### src/rtl/alu_pkg.sv
// Shared opcode constants, ALU operation encodings and dispatch FSM states.
package alu_pkg;

   localparam logic [6:0] OpcOpImm  = 7'b0010011;
   localparam logic [6:0] OpcOp     = 7'b0110011;
   localparam logic [6:0] OpcBranch = 7'b1100011;

   // Encoding is {is_branch, f7b5, funct3}
   typedef enum logic [4:0] {
      AluAdd  = 5'b00000,
      AluSub  = 5'b01000,
      AluSll  = 5'b00001,
      AluSlt  = 5'b00010,
      AluSltu = 5'b00011,
      AluXor  = 5'b00100,
      AluSrl  = 5'b00101,
      AluSra  = 5'b01101,
      AluOr   = 5'b00110,
      AluAnd  = 5'b00111,
      AluBeq  = 5'b10000,
      AluBne  = 5'b10001,
      AluBlt  = 5'b10100,
      AluBge  = 5'b10101,
      AluBltu = 5'b10110,
      AluBgeu = 5'b10111
   } alu_op_t;

   typedef enum logic [1:0] {
      StIdle  = 2'b00,
      StIssue = 2'b01,
      StWait  = 2'b10,
      StDone  = 2'b11
   } dispatch_state_t;

endpackage

### src/rtl/alu_decode.sv
// Combinational RV32I OP / OP-IMM / BRANCH decoder: ALU op, immediates and legality.
module alu_decode
   import alu_pkg::*;
(
   input  logic [31:0] instr,
   output alu_op_t     op,
   output logic        use_imm,
   output logic [31:0] imm,
   output logic [31:0] branch_imm,
   output logic        illegal
);

   logic [6:0] opcode;
   logic [6:0] funct7;
   logic [2:0] funct3;
   logic [4:0] op_raw;
   logic       unused_rs_fields;

   assign opcode     = instr[6:0];
   assign funct3     = instr[14:12];
   assign funct7     = instr[31:25];
   assign imm        = {{20{instr[31]}}, instr[31:20]};
   assign branch_imm = {{20{instr[31]}}, instr[7], instr[30:25], instr[11:8], 1'b0};
   assign unused_rs_fields = ^instr[19:15];

   always_comb begin
      op_raw  = 5'b00000;
      use_imm = 1'b0;
      illegal = 1'b0;
      case (opcode)
         OpcOp: begin
            op_raw = {1'b0, instr[30], funct3};
            if (funct7 == 7'b0100000) begin
               illegal = (funct3 != 3'b000) && (funct3 != 3'b101);
            end else begin
               illegal = (funct7 != 7'b0000000);
            end
         end
         OpcOpImm: begin
            use_imm = 1'b1;
            op_raw  = {1'b0, (funct3 == 3'b101) ? instr[30] : 1'b0, funct3};
            if (funct3 == 3'b001) begin
               illegal = (funct7 != 7'b0000000);
            end else if (funct3 == 3'b101) begin
               illegal = (funct7 != 7'b0000000) && (funct7 != 7'b0100000);
            end
         end
         OpcBranch: begin
            op_raw  = {2'b10, funct3};
            illegal = (funct3 == 3'b010) || (funct3 == 3'b011);
         end
         default: illegal = 1'b1;
      endcase
      // Illegal encodings may form codes outside alu_op_t; never cast those.
      op = illegal ? AluAdd : alu_op_t'(op_raw);
   end

endmodule

### src/rtl/alu_dispatch.sv
// ALU issue stage: decode, available/busy handshake, result and branch return.
// Optional watchdog enabled by defining ALU_DISPATCH_TIMEOUT_EN.
module alu_dispatch
   import alu_pkg::*;
#(
   parameter int unsigned TIMEOUT_CYCLES = 15
) (
   input  logic        clk,
   input  logic        reset,
   input  logic        start,
   output logic        ready,
   input  logic [31:0] instr,
   input  logic [31:0] pc,
   input  logic [31:0] rs1_data,
   input  logic [31:0] rs2_data,
   output logic        done,
   output logic [31:0] result,
   output logic        branch_taken,
   output logic [31:0] branch_target,
   output logic        fault,
   output logic        alu_available,
   output logic [4:0]  alu_op,
   output logic [31:0] alu_in_a,
   output logic [31:0] alu_in_b,
   input  logic [31:0] alu_out,
   input  logic        alu_busy,
   input  logic        alu_fault
);

   dispatch_state_t state_q, state_d;
   alu_op_t         op_q, op_d;
   logic [31:0]     a_q, a_d, b_q, b_d, target_q, target_d;
   logic [31:0]     result_q, result_d, target_out_q, target_out_d;
   logic            taken_q, taken_d, fault_q, fault_d;

   alu_op_t     dec_op;
   logic        dec_use_imm, dec_illegal;
   logic [31:0] dec_imm, dec_bimm, target_calc;

   alu_decode u_decode (
      .instr      (instr),
      .op         (dec_op),
      .use_imm    (dec_use_imm),
      .imm        (dec_imm),
      .branch_imm (dec_bimm),
      .illegal    (dec_illegal)
   );

   assign target_calc = pc + dec_bimm;

`ifdef ALU_DISPATCH_TIMEOUT_EN
   logic [31:0] cnt_q, cnt_d;
`else
   localparam int unsigned unused_timeout = TIMEOUT_CYCLES;
`endif

   always_comb begin
      state_d      = state_q;
      op_d         = op_q;
      a_d          = a_q;
      b_d          = b_q;
      target_d     = target_q;
      result_d     = result_q;
      taken_d      = taken_q;
      target_out_d = target_out_q;
      fault_d      = fault_q;
      unique case (state_q)
         StIdle: begin
            if (start) begin
               if (dec_illegal) begin
                  state_d      = StDone;
                  result_d     = '0;
                  taken_d      = 1'b0;
                  fault_d      = 1'b1;
                  target_out_d = target_calc;
               end else begin
                  state_d  = StIssue;
                  op_d     = dec_op;
                  a_d      = rs1_data;
                  b_d      = dec_use_imm ? dec_imm : rs2_data;
                  target_d = target_calc;
               end
            end
         end
         StIssue: begin
            if (alu_busy) state_d = StWait;
         end
         StWait: begin
            if (!alu_busy) begin
               state_d      = StDone;
               result_d     = op_q[4] ? '0 : alu_out;
               taken_d      = op_q[4] & alu_out[0];
               fault_d      = alu_fault;
               target_out_d = target_q;
            end
         end
         StDone:  state_d = StIdle;
         default: state_d = StIdle;
      endcase
`ifdef ALU_DISPATCH_TIMEOUT_EN
      cnt_d = '0;
      if (state_q == StIssue || state_q == StWait) begin
         cnt_d = cnt_q + 32'd1;
         // A normal completion in the same cycle wins over the watchdog.
         if (state_d != StDone && cnt_q == TIMEOUT_CYCLES - 1) begin
            state_d      = StDone;
            result_d     = '0;
            taken_d      = 1'b0;
            fault_d      = 1'b1;
            target_out_d = target_q;
         end
      end
`endif
   end

   always_ff @(posedge clk or posedge reset) begin
      if (reset) begin
         state_q      <= StIdle;
         op_q         <= AluAdd;
         a_q          <= '0;
         b_q          <= '0;
         target_q     <= '0;
         result_q     <= '0;
         taken_q      <= 1'b0;
         target_out_q <= '0;
         fault_q      <= 1'b0;
      end else begin
         state_q      <= state_d;
         op_q         <= op_d;
         a_q          <= a_d;
         b_q          <= b_d;
         target_q     <= target_d;
         result_q     <= result_d;
         taken_q      <= taken_d;
         target_out_q <= target_out_d;
         fault_q      <= fault_d;
      end
   end

`ifdef ALU_DISPATCH_TIMEOUT_EN
   always_ff @(posedge clk or posedge reset) begin
      if (reset) cnt_q <= '0;
      else       cnt_q <= cnt_d;
   end
`endif

   assign ready         = (state_q == StIdle);
   assign done          = (state_q == StDone);
   assign alu_available = (state_q == StIssue) || (state_q == StWait);
   assign alu_op        = op_q;
   assign alu_in_a      = a_q;
   assign alu_in_b      = b_q;
   assign result        = result_q;
   assign branch_taken  = taken_q;
   assign branch_target = target_out_q;
   assign fault         = fault_q;

endmodule

### config.mk
export PLATFORM = sky130hd
export DESIGN_NAME = alu_dispatch
export DESIGN_NICKNAME = d
export VERILOG_FILES = /design/src/rtl/alu_pkg.sv /design/src/rtl/alu_decode.sv /design/src/rtl/alu_dispatch.sv
export SDC_FILE = /design/constraint.sdc
export NUM_CORES = 1
export LEC_CHECK = 0
export CORE_UTILIZATION = 45
export CTS_BUF_LIST = sky130_fd_sc_hd__clkbuf_8 sky130_fd_sc_hd__clkbuf_16
export DETAILED_ROUTE_END_ITERATION = 10
export PLACE_DENSITY = 0.85
export SYNTH_ARGS = -nofsm -noshare
export SYNTH_HDL_FRONTEND = slang
export SYNTH_SLANG_ARGS = --single-unit
export TNS_END_PERCENT = 50
### constraint.sdc
create_clock -name clk -period 5.94 [get_ports clk]
set_input_delay 0.891 -clock clk [delete_from_list [all_inputs] [get_ports clk]]
set_output_delay 0.891 -clock clk [all_outputs]
set_load 0.02 [all_outputs]
==> impl_metrics.xml, run 1 <==
<?xml version="1.0" encoding="UTF-8"?>
<metrics>
  <group name="clock_network">
    <metric name="ctsResizeCount" unit="">0</metric>
    <metric name="tritoncts_clock_tree" unit="">done</metric>
    <metric name="cts_num_sinks" unit="">169</metric>
    <metric name="htree_levels" unit="">4</metric>
    <metric name="max-clock-path-buffers" unit="">2</metric>
    <metric name="clock_tree.root_cell" unit="">sky130_fd_sc_hd__clkbuf_16</metric>
    <metric name="cts_setup_buffers" unit="">0</metric>
    <metric name="clkSlewWorstSetupHoldPaths" unit="ps">70</metric>
    <metric name="numCtsBuffers" unit="">17</metric>
    <metric name="cts.hold.buffers_added" unit="">0</metric>
    <metric name="insertion_delay" unit="ps">430</metric>
  </group>
  <group name="critical_path">
    <metric name="crit_path_end_kind" unit="">register</metric>
    <metric name="critical_path.cell_chain" unit="">clkdlybuf4s50_1, ha_1, a21oi_1, o21ai_0, nor3_1, o21ai_1, a21boi_0, o31ai_1, or4_1, nand4_1</metric>
    <metric name="critPathRequiredTime" unit="ps">6300</metric>
    <metric name="critical_path.max_fanout" unit="">22</metric>
    <metric name="critical_path.startpoint_type" unit="">primary input</metric>
    <metric name="regToRegEndpoint" unit="">branch_target[29]$_DFFE_PP0P_</metric>
    <metric name="regToRegStartpoint" unit="">state_q[0]$_DFFE_PP0P_</metric>
    <metric name="rr_worst_depth" unit="">10</metric>
    <metric name="crit_buf_inv" unit="">1</metric>
    <metric name="slowest_delay" unit="ps">950</metric>
    <metric name="ff2ff_setup_slack" unit="ps">2980</metric>
    <metric name="worst-endpoint-arrival" unit="ps">4400</metric>
    <metric name="slowest_cell_on_the_critical_path" unit="">sky130_fd_sc_hd__clkdlybuf4s50_1</metric>
    <metric name="worst_path_dominant_cell_family" unit="">compound AO/OA/AOI/OAI gates</metric>
    <metric name="crit_path_class" unit="">in -&gt; reg</metric>
  </group>
  <group name="timing">
    <metric name="finalSetupViolations" unit="">0</metric>
    <metric name="finalSetupTns" unit="ps">0</metric>
    <metric name="worst_pin_slew" unit="ps">1290</metric>
    <metric name="postLayoutSetupSlackWorst" unit="ps">1900</metric>
    <metric name="slew_headroom" unit="%">13.6</metric>
    <metric name="rsz_0062_raised_after_global_routing" unit="">false</metric>
    <metric name="final_min_period_over_clock_period" unit="%">68.0</metric>
    <metric name="fin_worst_skew" unit="ps">8.80</metric>
    <metric name="fmaxAchievable" unit="MHz">247</metric>
    <metric name="slew_violations" unit="">0</metric>
    <metric name="final_period_minus_worst_setup_slack" unit="ps">4040</metric>
    <metric name="final_hold_violation_count" unit="">0</metric>
  </group>
  <group name="grt">
    <metric name="grt_remaining_overflow" unit="">0</metric>
    <metric name="grt_max_degree" unit="">100</metric>
    <metric name="groute.layer.met3.usage" unit="%">5.90</metric>
    <metric name="global_route.usage.total" unit="%">24.8</metric>
    <metric name="met2_track_demand_over_resource" unit="%">42.8</metric>
    <metric name="gr-max-usage-layer" unit="">met2</metric>
    <metric name="grt_pass1_vias" unit="">7212</metric>
    <metric name="grt_pass1_wl" unit="um">37700</metric>
    <metric name="antenna_violations_before_repair" unit="">0</metric>
    <metric name="grt_use_met1" unit="%">30.7</metric>
  </group>
  <group name="synth">
    <metric name="synthArstFlopShare" unit="%">100</metric>
    <metric name="post_synth_num_cell_types" unit="">48</metric>
    <metric name="synth_warnings" unit="">0</metric>
    <metric name="yosysTopAreaCellShare" unit="%">50.0</metric>
    <metric name="synth_most_common_cell" unit="">sky130_fd_sc_hd__nand2_1</metric>
    <metric name="synth_top_flop_cell" unit="">sky130_fd_sc_hd__dfrtp_1</metric>
    <metric name="synth_edf_count" unit="">0</metric>
    <metric name="mappedNetlistArea" unit="um2">8450</metric>
    <metric name="synth_commonest_cells" unit="">sky130_fd_sc_hd__nand2_1 (174), sky130_fd_sc_hd__dfrtp_1 (169), sky130_fd_sc_hd__o21ai_0 (90)</metric>
    <metric name="synth.top_cells.by_area" unit="">sky130_fd_sc_hd__dfrtp_1 (50%), sky130_fd_sc_hd__nand2_1 (7.7%), sky130_fd_sc_hd__mux2_2 (6.9%)</metric>
    <metric name="synth-seq-area-share" unit="%">50.0</metric>
    <metric name="synth_nets" unit="">1066</metric>
    <metric name="netlist.top_cell.by_area" unit="">sky130_fd_sc_hd__dfrtp_1</metric>
    <metric name="syn-mean-instance-area" unit="um2">9.76</metric>
    <metric name="netlist_instances" unit="">866</metric>
    <metric name="yosys_register_bits" unit="">169</metric>
  </group>
  <group name="layout">
    <metric name="antenna_cells" unit="">0</metric>
    <metric name="drive_gt1_share" unit="%">8.76</metric>
    <metric name="layout-area-overhead-vs-synth" unit="%">44.8</metric>
    <metric name="nets" unit="">1340</metric>
  </group>
  <group name="placed_design">
    <metric name="detailedPlacementHpwl" unit="um">17100</metric>
    <metric name="numPortBuffers" unit="">297</metric>
    <metric name="place_worst_setup_slack" unit="ps">1490</metric>
    <metric name="gpl.final_weighted_congestion" unit="">0.854</metric>
  </group>
  <group name="min_path">
    <metric name="min_delay_path_depth" unit="">2</metric>
    <metric name="hp-class" unit="">reg -&gt; reg</metric>
    <metric name="worstHoldEndpoint" unit="">result[5]$_DFFE_PP0P_</metric>
    <metric name="timing.hold.worst.start" unit="">result[5]$_DFFE_PP0P_</metric>
  </group>
  <group name="routing">
    <metric name="number_of_vias_in_the_routed_layout" unit="">7324</metric>
    <metric name="drtPass1Iterations" unit="">11</metric>
    <metric name="vias_per_cell" unit="">5.30</metric>
    <metric name="drt_first_iter_violations" unit="">397</metric>
    <metric name="totalWireLength" unit="um">23300</metric>
    <metric name="post_route_antenna_net_violation_count" unit="">0</metric>
    <metric name="route.detailed.wl_per_inst" unit="um">16.8</metric>
    <metric name="remaining_drc_errors" unit="">18</metric>
  </group>
  <group name="floorplan">
    <metric name="die-width" unit="um">139</metric>
    <metric name="row_count" unit="">49</metric>
    <metric name="core_region_area" unit="um2">18200</metric>
    <metric name="fp.dieArea" unit="um2">19300</metric>
    <metric name="initial_core_util" unit="%">46.4</metric>
    <metric name="die_h" unit="um">139</metric>
    <metric name="num_io_pins" unit="">303</metric>
  </group>
  <group name="power_and_ir_drop">
    <metric name="max-vdd-ir-drop" unit="mV">0.203</metric>
    <metric name="cellPowerDensity" unit="nW/um2">390</metric>
    <metric name="total_leakage_power" unit="uW">0.00559</metric>
  </group>
  <group name="flow_run">
    <metric name="cap_violations" unit="">0</metric>
  </group>
  <group name="outcome">
    <metric name="violations" unit="">design-rule violations</metric>
    <metric name="run_status" unit="">finished with violations</metric>
  </group>
</metrics>
==> layout by cell type (no fill, tap or decap), drive strengths merged, types with 9 or more instances in the layout <==
cell	netlist	routed
clkdlybuf4s50	0	297
nand2	174	174
dfrtp	169	169
o21ai	91	91
a21oi	62	62
mux2	52	52
nand3	44	44
ha	34	34
mux2i	30	30
inv	15	24
xnor2	23	23
nor2	21	21
clkbuf	37	18
buf	14	9
==> registers in the layout, indices dropped and copies added (netlist names) <==
| name | flops |
|---|---|
| alu_in_a | 32 |
| alu_in_b | 32 |
| branch_target | 32 |
| result | 32 |
| target_q | 32 |
| alu_op | 5 |
| state_q | 2 |
| branch_taken | 1 |
| fault | 1 |
==> worst min-delay path, cell delays in order (launching register included) <==
cell,delay [ps]
sky130_fd_sc_hd__dfrtp_1,340
sky130_fd_sc_hd__nand2_1,50
sky130_fd_sc_hd__nand2_1,50
==> routing by layer <==
layer,share of wire [%],vias to the layer above
met4,1.7,0
li1,-,3566
met5,0,-
met3,6.7,29
met2,51,242
met1,41,3487
==> cells by family (layout without fill, tap and decap cells) <==
| logic type | after synthesis | in the layout | share of synthesized area [%] |
|---|---|---|---|
| XOR/XNOR | 30 | 30 | 3.11 |
| AO/OA/AOI/OAI | 204 | 204 | 13.8 |
| flip-flops | 169 | 169 | 50.0 |
| multiplexers | 82 | 82 | 10.5 |
| AND/OR/NAND/NOR | 280 | 280 | 14.3 |
| buffers and inverters | 66 | 353 | 3.05 |
| adder cells (fa/ha/maj) | 35 | 35 | 5.27 |
==> per-stage QoR <==
step | total power (uW) | area [um2] | utilization (%) | std cells | hold slack [ps]
after floorplan | 2770 | 8450 | - | 866 | 442
after global placement | 3570 | 11600 | 63.8 | 1350 | 448
after detailed placement | 3630 | 11600 | 63.8 | 1350 | 455
after CTS | 4820 | 12200 | 67.2 | 1382 | 470
after global routing | 5060 | 12200 | 67.2 | 1382 | 490
final | 4780 | 12200 | 67.2 | 1382 | 468
==> power breakdown <==
group	total, uW	switching (uW)	internal, uW
sequential	1580	151	1430
combinational	2010	1140	872
clock	1180	496	686
total	4780	1780	2990
==> how the worst max path moves through the flow <==
stage / start / endpoint / slack, ps / depth (start not counted)
2_1_floorplan: reset / alu_in_a[0]$_DFFE_PP0P_ / 470 / 1
3_3_place_gp: instr[31] / branch_target[31]$_DFFE_PP0P_ / 1580 / 10
3_5_place_dp: instr[31] / branch_target[31]$_DFFE_PP0P_ / 1490 / 10
4_1_cts: instr[31] / branch_target[31]$_DFFE_PP0P_ / 1940 / 10
5_1_grt: instr[31] / branch_target[29]$_DFFE_PP0P_ / 1620 / 10
6_report: instr[31] / branch_target[31]$_DFFE_PP0P_ / 1900 / 10
==> cell type report <==
cell class	instances	area (um2)
clock buffer	18	439
clock inverter	14	181
fill	1452	5970
inverter	15	61.3
multi-input combinational	631	3990
sequential	169	4230
tap	229	287
timing repair buffer	306	3050
(Power assumes the default switching activity.)
==> run 2, diff against run 1 <==
--- a/config.mk
+++ b/config.mk
@@ -5,10 +5,10 @@
 export SDC_FILE = /design/constraint.sdc
 export NUM_CORES = 1
 export LEC_CHECK = 0
-export CORE_UTILIZATION = 45
+export CORE_UTILIZATION = 41
 export CTS_BUF_LIST = sky130_fd_sc_hd__clkbuf_8 sky130_fd_sc_hd__clkbuf_16
 export DETAILED_ROUTE_END_ITERATION = 10
-export PLACE_DENSITY = 0.85
+export PLACE_DENSITY = 0.82
 export SYNTH_ARGS = -nofsm -noshare
 export SYNTH_HDL_FRONTEND = slang
 export SYNTH_SLANG_ARGS = --single-unit
==> constraint.sdc (replaced) <==
create_clock -name clk -period 3.35 [get_ports clk]
set_input_delay 0.5025 -clock clk [delete_from_list [all_inputs] [get_ports clk]]
set_output_delay 0.5025 -clock clk [all_outputs]
set_load 0.02 [all_outputs]
==> run 2 against run 1 <==
Net effect:
- largest power group unchanged
- clock power up 76%
- the run now ends clean
- non-clock buffer count up 26
- combinational power up 85%
- largest cell class unchanged
==> impl_metrics.xml, run 2 (synthesis gave the netlist of run 1 again) <==
<?xml version="1.0" encoding="UTF-8"?>
<metrics>
  <group name="critical_path">
    <metric name="ff2ff_setup_slack" unit="ps">910</metric>
    <metric name="crit_path_class" unit="">in -&gt; reg</metric>
    <metric name="regToRegEndpoint" unit="">result[3]$_DFFE_PP0P_</metric>
    <metric name="crit_end" unit="">branch_target[31]$_DFFE_PP0P_</metric>
    <metric name="critical_path.startpoint_type" unit="">primary input</metric>
    <metric name="rr_worst_depth" unit="">9</metric>
    <metric name="worst-endpoint-arrival" unit="ps">3480</metric>
    <metric name="regToRegStartpoint" unit="">state_q[0]$_DFFE_PP0P_</metric>
    <metric name="critPathRequiredTime" unit="ps">3710</metric>
    <metric name="critical_path.max_fanout" unit="">3</metric>
    <metric name="critical_path_startpoint" unit="">instr[8]</metric>
    <metric name="crit_path_end_kind" unit="">register</metric>
  </group>
  <group name="layout">
    <metric name="fill_cells" unit="">1631</metric>
    <metric name="drive_gt1_share" unit="%">10.9</metric>
    <metric name="layout.cells.most_common" unit="">sky130_fd_sc_hd__clkdlybuf4s50_1</metric>
    <metric name="final-instance-count-excl-fill" unit="">1449</metric>
    <metric name="layout-area-overhead-vs-synth" unit="%">48.2</metric>
    <metric name="antenna_cells" unit="">0</metric>
    <metric name="nets" unit="">1366</metric>
    <metric name="mostFrequentLayoutCells" unit="">sky130_fd_sc_hd__clkdlybuf4s50_1 (297), sky130_fd_sc_hd__nand2_1 (173), sky130_fd_sc_hd__dfrtp_1 (169)</metric>
  </group>
  <group name="routing">
    <metric name="drt_first_iter_violations" unit="">354</metric>
    <metric name="vias_per_cell" unit="">5.10</metric>
    <metric name="totalWireLength" unit="um">23500</metric>
    <metric name="remaining_drc_errors" unit="">0</metric>
    <metric name="drtPass1Iterations" unit="">4</metric>
    <metric name="route.detailed.wl_per_inst" unit="um">16.2</metric>
    <metric name="number_of_vias_in_the_routed_layout" unit="">7386</metric>
    <metric name="post_route_antenna_net_violation_count" unit="">0</metric>
  </group>
  <group name="grt">
    <metric name="grt_max_degree" unit="">115</metric>
    <metric name="grt_pass1_vias" unit="">7404</metric>
    <metric name="grt_remaining_overflow" unit="">0</metric>
    <metric name="grt_pass1_wl" unit="um">38400</metric>
    <metric name="global_route.usage.total" unit="%">22.7</metric>
    <metric name="antenna_violations_before_repair" unit="">0</metric>
  </group>
  <group name="floorplan">
    <metric name="row_count" unit="">52</metric>
    <metric name="core_region_area" unit="um2">20200</metric>
    <metric name="die-width" unit="um">146</metric>
    <metric name="fp.dieArea" unit="um2">21200</metric>
    <metric name="num_io_pins" unit="">303</metric>
    <metric name="initial_core_util" unit="%">41.8</metric>
    <metric name="die_h" unit="um">146</metric>
  </group>
  <group name="clock_network">
    <metric name="numCtsBuffers" unit="">17</metric>
    <metric name="cts_num_sinks" unit="">169</metric>
    <metric name="insertion_delay" unit="ps">430</metric>
    <metric name="cts_setup_buffers" unit="">0</metric>
    <metric name="tritoncts_clock_tree" unit="">done</metric>
    <metric name="clock_tree.root_cell" unit="">sky130_fd_sc_hd__clkbuf_16</metric>
    <metric name="clkSlewWorstSetupHoldPaths" unit="ps">70</metric>
    <metric name="max-clock-path-buffers" unit="">2</metric>
    <metric name="htree_levels" unit="">4</metric>
    <metric name="ctsResizeCount" unit="">0</metric>
    <metric name="cts.hold.buffers_added" unit="">0</metric>
  </group>
  <group name="power_and_ir_drop">
    <metric name="max-vdd-ir-drop" unit="mV">0.362</metric>
    <metric name="cellPowerDensity" unit="nW/um2">686</metric>
    <metric name="total_leakage_power" unit="uW">0.00572</metric>
    <metric name="report.power.total" unit="uW">8600</metric>
  </group>
  <group name="timing">
    <metric name="fmaxAchievable" unit="MHz">321</metric>
    <metric name="slew_headroom" unit="%">57.2</metric>
    <metric name="slew_violations" unit="">0</metric>
    <metric name="final_hold_violation_count" unit="">0</metric>
    <metric name="worst_pin_slew" unit="ps">641</metric>
    <metric name="hold_slack" unit="ps">466</metric>
    <metric name="final_min_period_over_clock_period" unit="%">93.1</metric>
    <metric name="finalSetupTns" unit="ps">0</metric>
    <metric name="finalSetupViolations" unit="">0</metric>
    <metric name="rsz_0062_raised_after_global_routing" unit="">false</metric>
    <metric name="final_period_minus_worst_setup_slack" unit="ps">3120</metric>
    <metric name="fin_worst_skew" unit="ps">9.67</metric>
  </group>
  <group name="placed_design">
    <metric name="gpl.final_weighted_congestion" unit="">0.860</metric>
    <metric name="numPortBuffers" unit="">297</metric>
    <metric name="detailedPlacementHpwl" unit="um">17300</metric>
    <metric name="dp_cells" unit="">1417</metric>
  </group>
  <group name="min_path">
    <metric name="hp-class" unit="">reg -&gt; reg</metric>
  </group>
  <group name="outcome">
    <metric name="run_status" unit="">completed</metric>
  </group>
  <group name="flow_run">
    <metric name="cap_violations" unit="">0</metric>
  </group>
</metrics>
-- run 2: cell count changes in the layout (fill, tap and decap cells not counted), sizes merged --
cell / change
buf: +26
inv: -1
bufinv: -1
clkinvlp: +2
-- run 2: how the worst min path moves through the flow --
| stage | startpoint | to | cells past startpoint |
|---|---|---|---|
| 3_3_place_gp | result[15]$_DFFE_PP0P_ | result[15]$_DFFE_PP0P_ | 2 |
| 4_1_cts | result[17]$_DFFE_PP0P_ | result[17]$_DFFE_PP0P_ | 2 |
| 5_1_grt | result[8]$_DFFE_PP0P_ | result[8]$_DFFE_PP0P_ | 2 |
| 3_5_place_dp | result[13]$_DFFE_PP0P_ | result[13]$_DFFE_PP0P_ | 2 |
| 2_1_floorplan | target_q[18]$_DFFE_PP0P_ | target_q[18]$_DFFE_PP0P_ | 2 |
| 6_report | result[17]$_DFFE_PP0P_ | result[17]$_DFFE_PP0P_ | 2 |
-- run 2: per-stage QoR --
step | utilization (%) | cell area [um2] | worst slack (ps)
floorplan | - | 8460 | 499
detailed placement | 58.9 | 11900 | -175
CTS | 61.9 | 12500 | 257
global route | 61.9 | 12500 | 29.2
finish | 61.9 | 12500 | 231
global placement | 58.9 | 11900 | -63.5
-- run 2: report_power, final --
part,switching [uW],internal (uW)
clock network,922,1160
registers,269,2540
logic,2050,1660
-- run 2: area by class of cell --
class                      instances  area [um2]  area share, %
multi-input combinational        631        3990           31.8
tap                              270         338           2.70
clock buffer                      18         439           3.51
clock inverter                    14         178           1.42
sequential                       169        4230           33.8
timing repair buffer             332        3300           26.3
inverter                          15        60.1          0.479
-- run 2: worst max-delay path, stage by stage --
cell	delay (ps)
sky130_fd_sc_hd__clkdlybuf4s50_1	410
sky130_fd_sc_hd__ha_1	230
sky130_fd_sc_hd__fa_1	400
sky130_fd_sc_hd__a21oi_1	250
sky130_fd_sc_hd__o2111a_1	290
sky130_fd_sc_hd__o31a_1	200
sky130_fd_sc_hd__o21ai_1	120
sky130_fd_sc_hd__a21boi_0	280
sky130_fd_sc_hd__o31ai_1	180
sky130_fd_sc_hd__or4_1	500
sky130_fd_sc_hd__nand4_1	100
-- run 2: per-layer routing --
layer	share of wire (%)	up-vias	track usage (%)
li1	-	3611	-
met1	42	3516	27.7
met2	50	221	39.1
met3	6.2	38	5.92
met4	2.0	0	7.63
met5	0	-	0
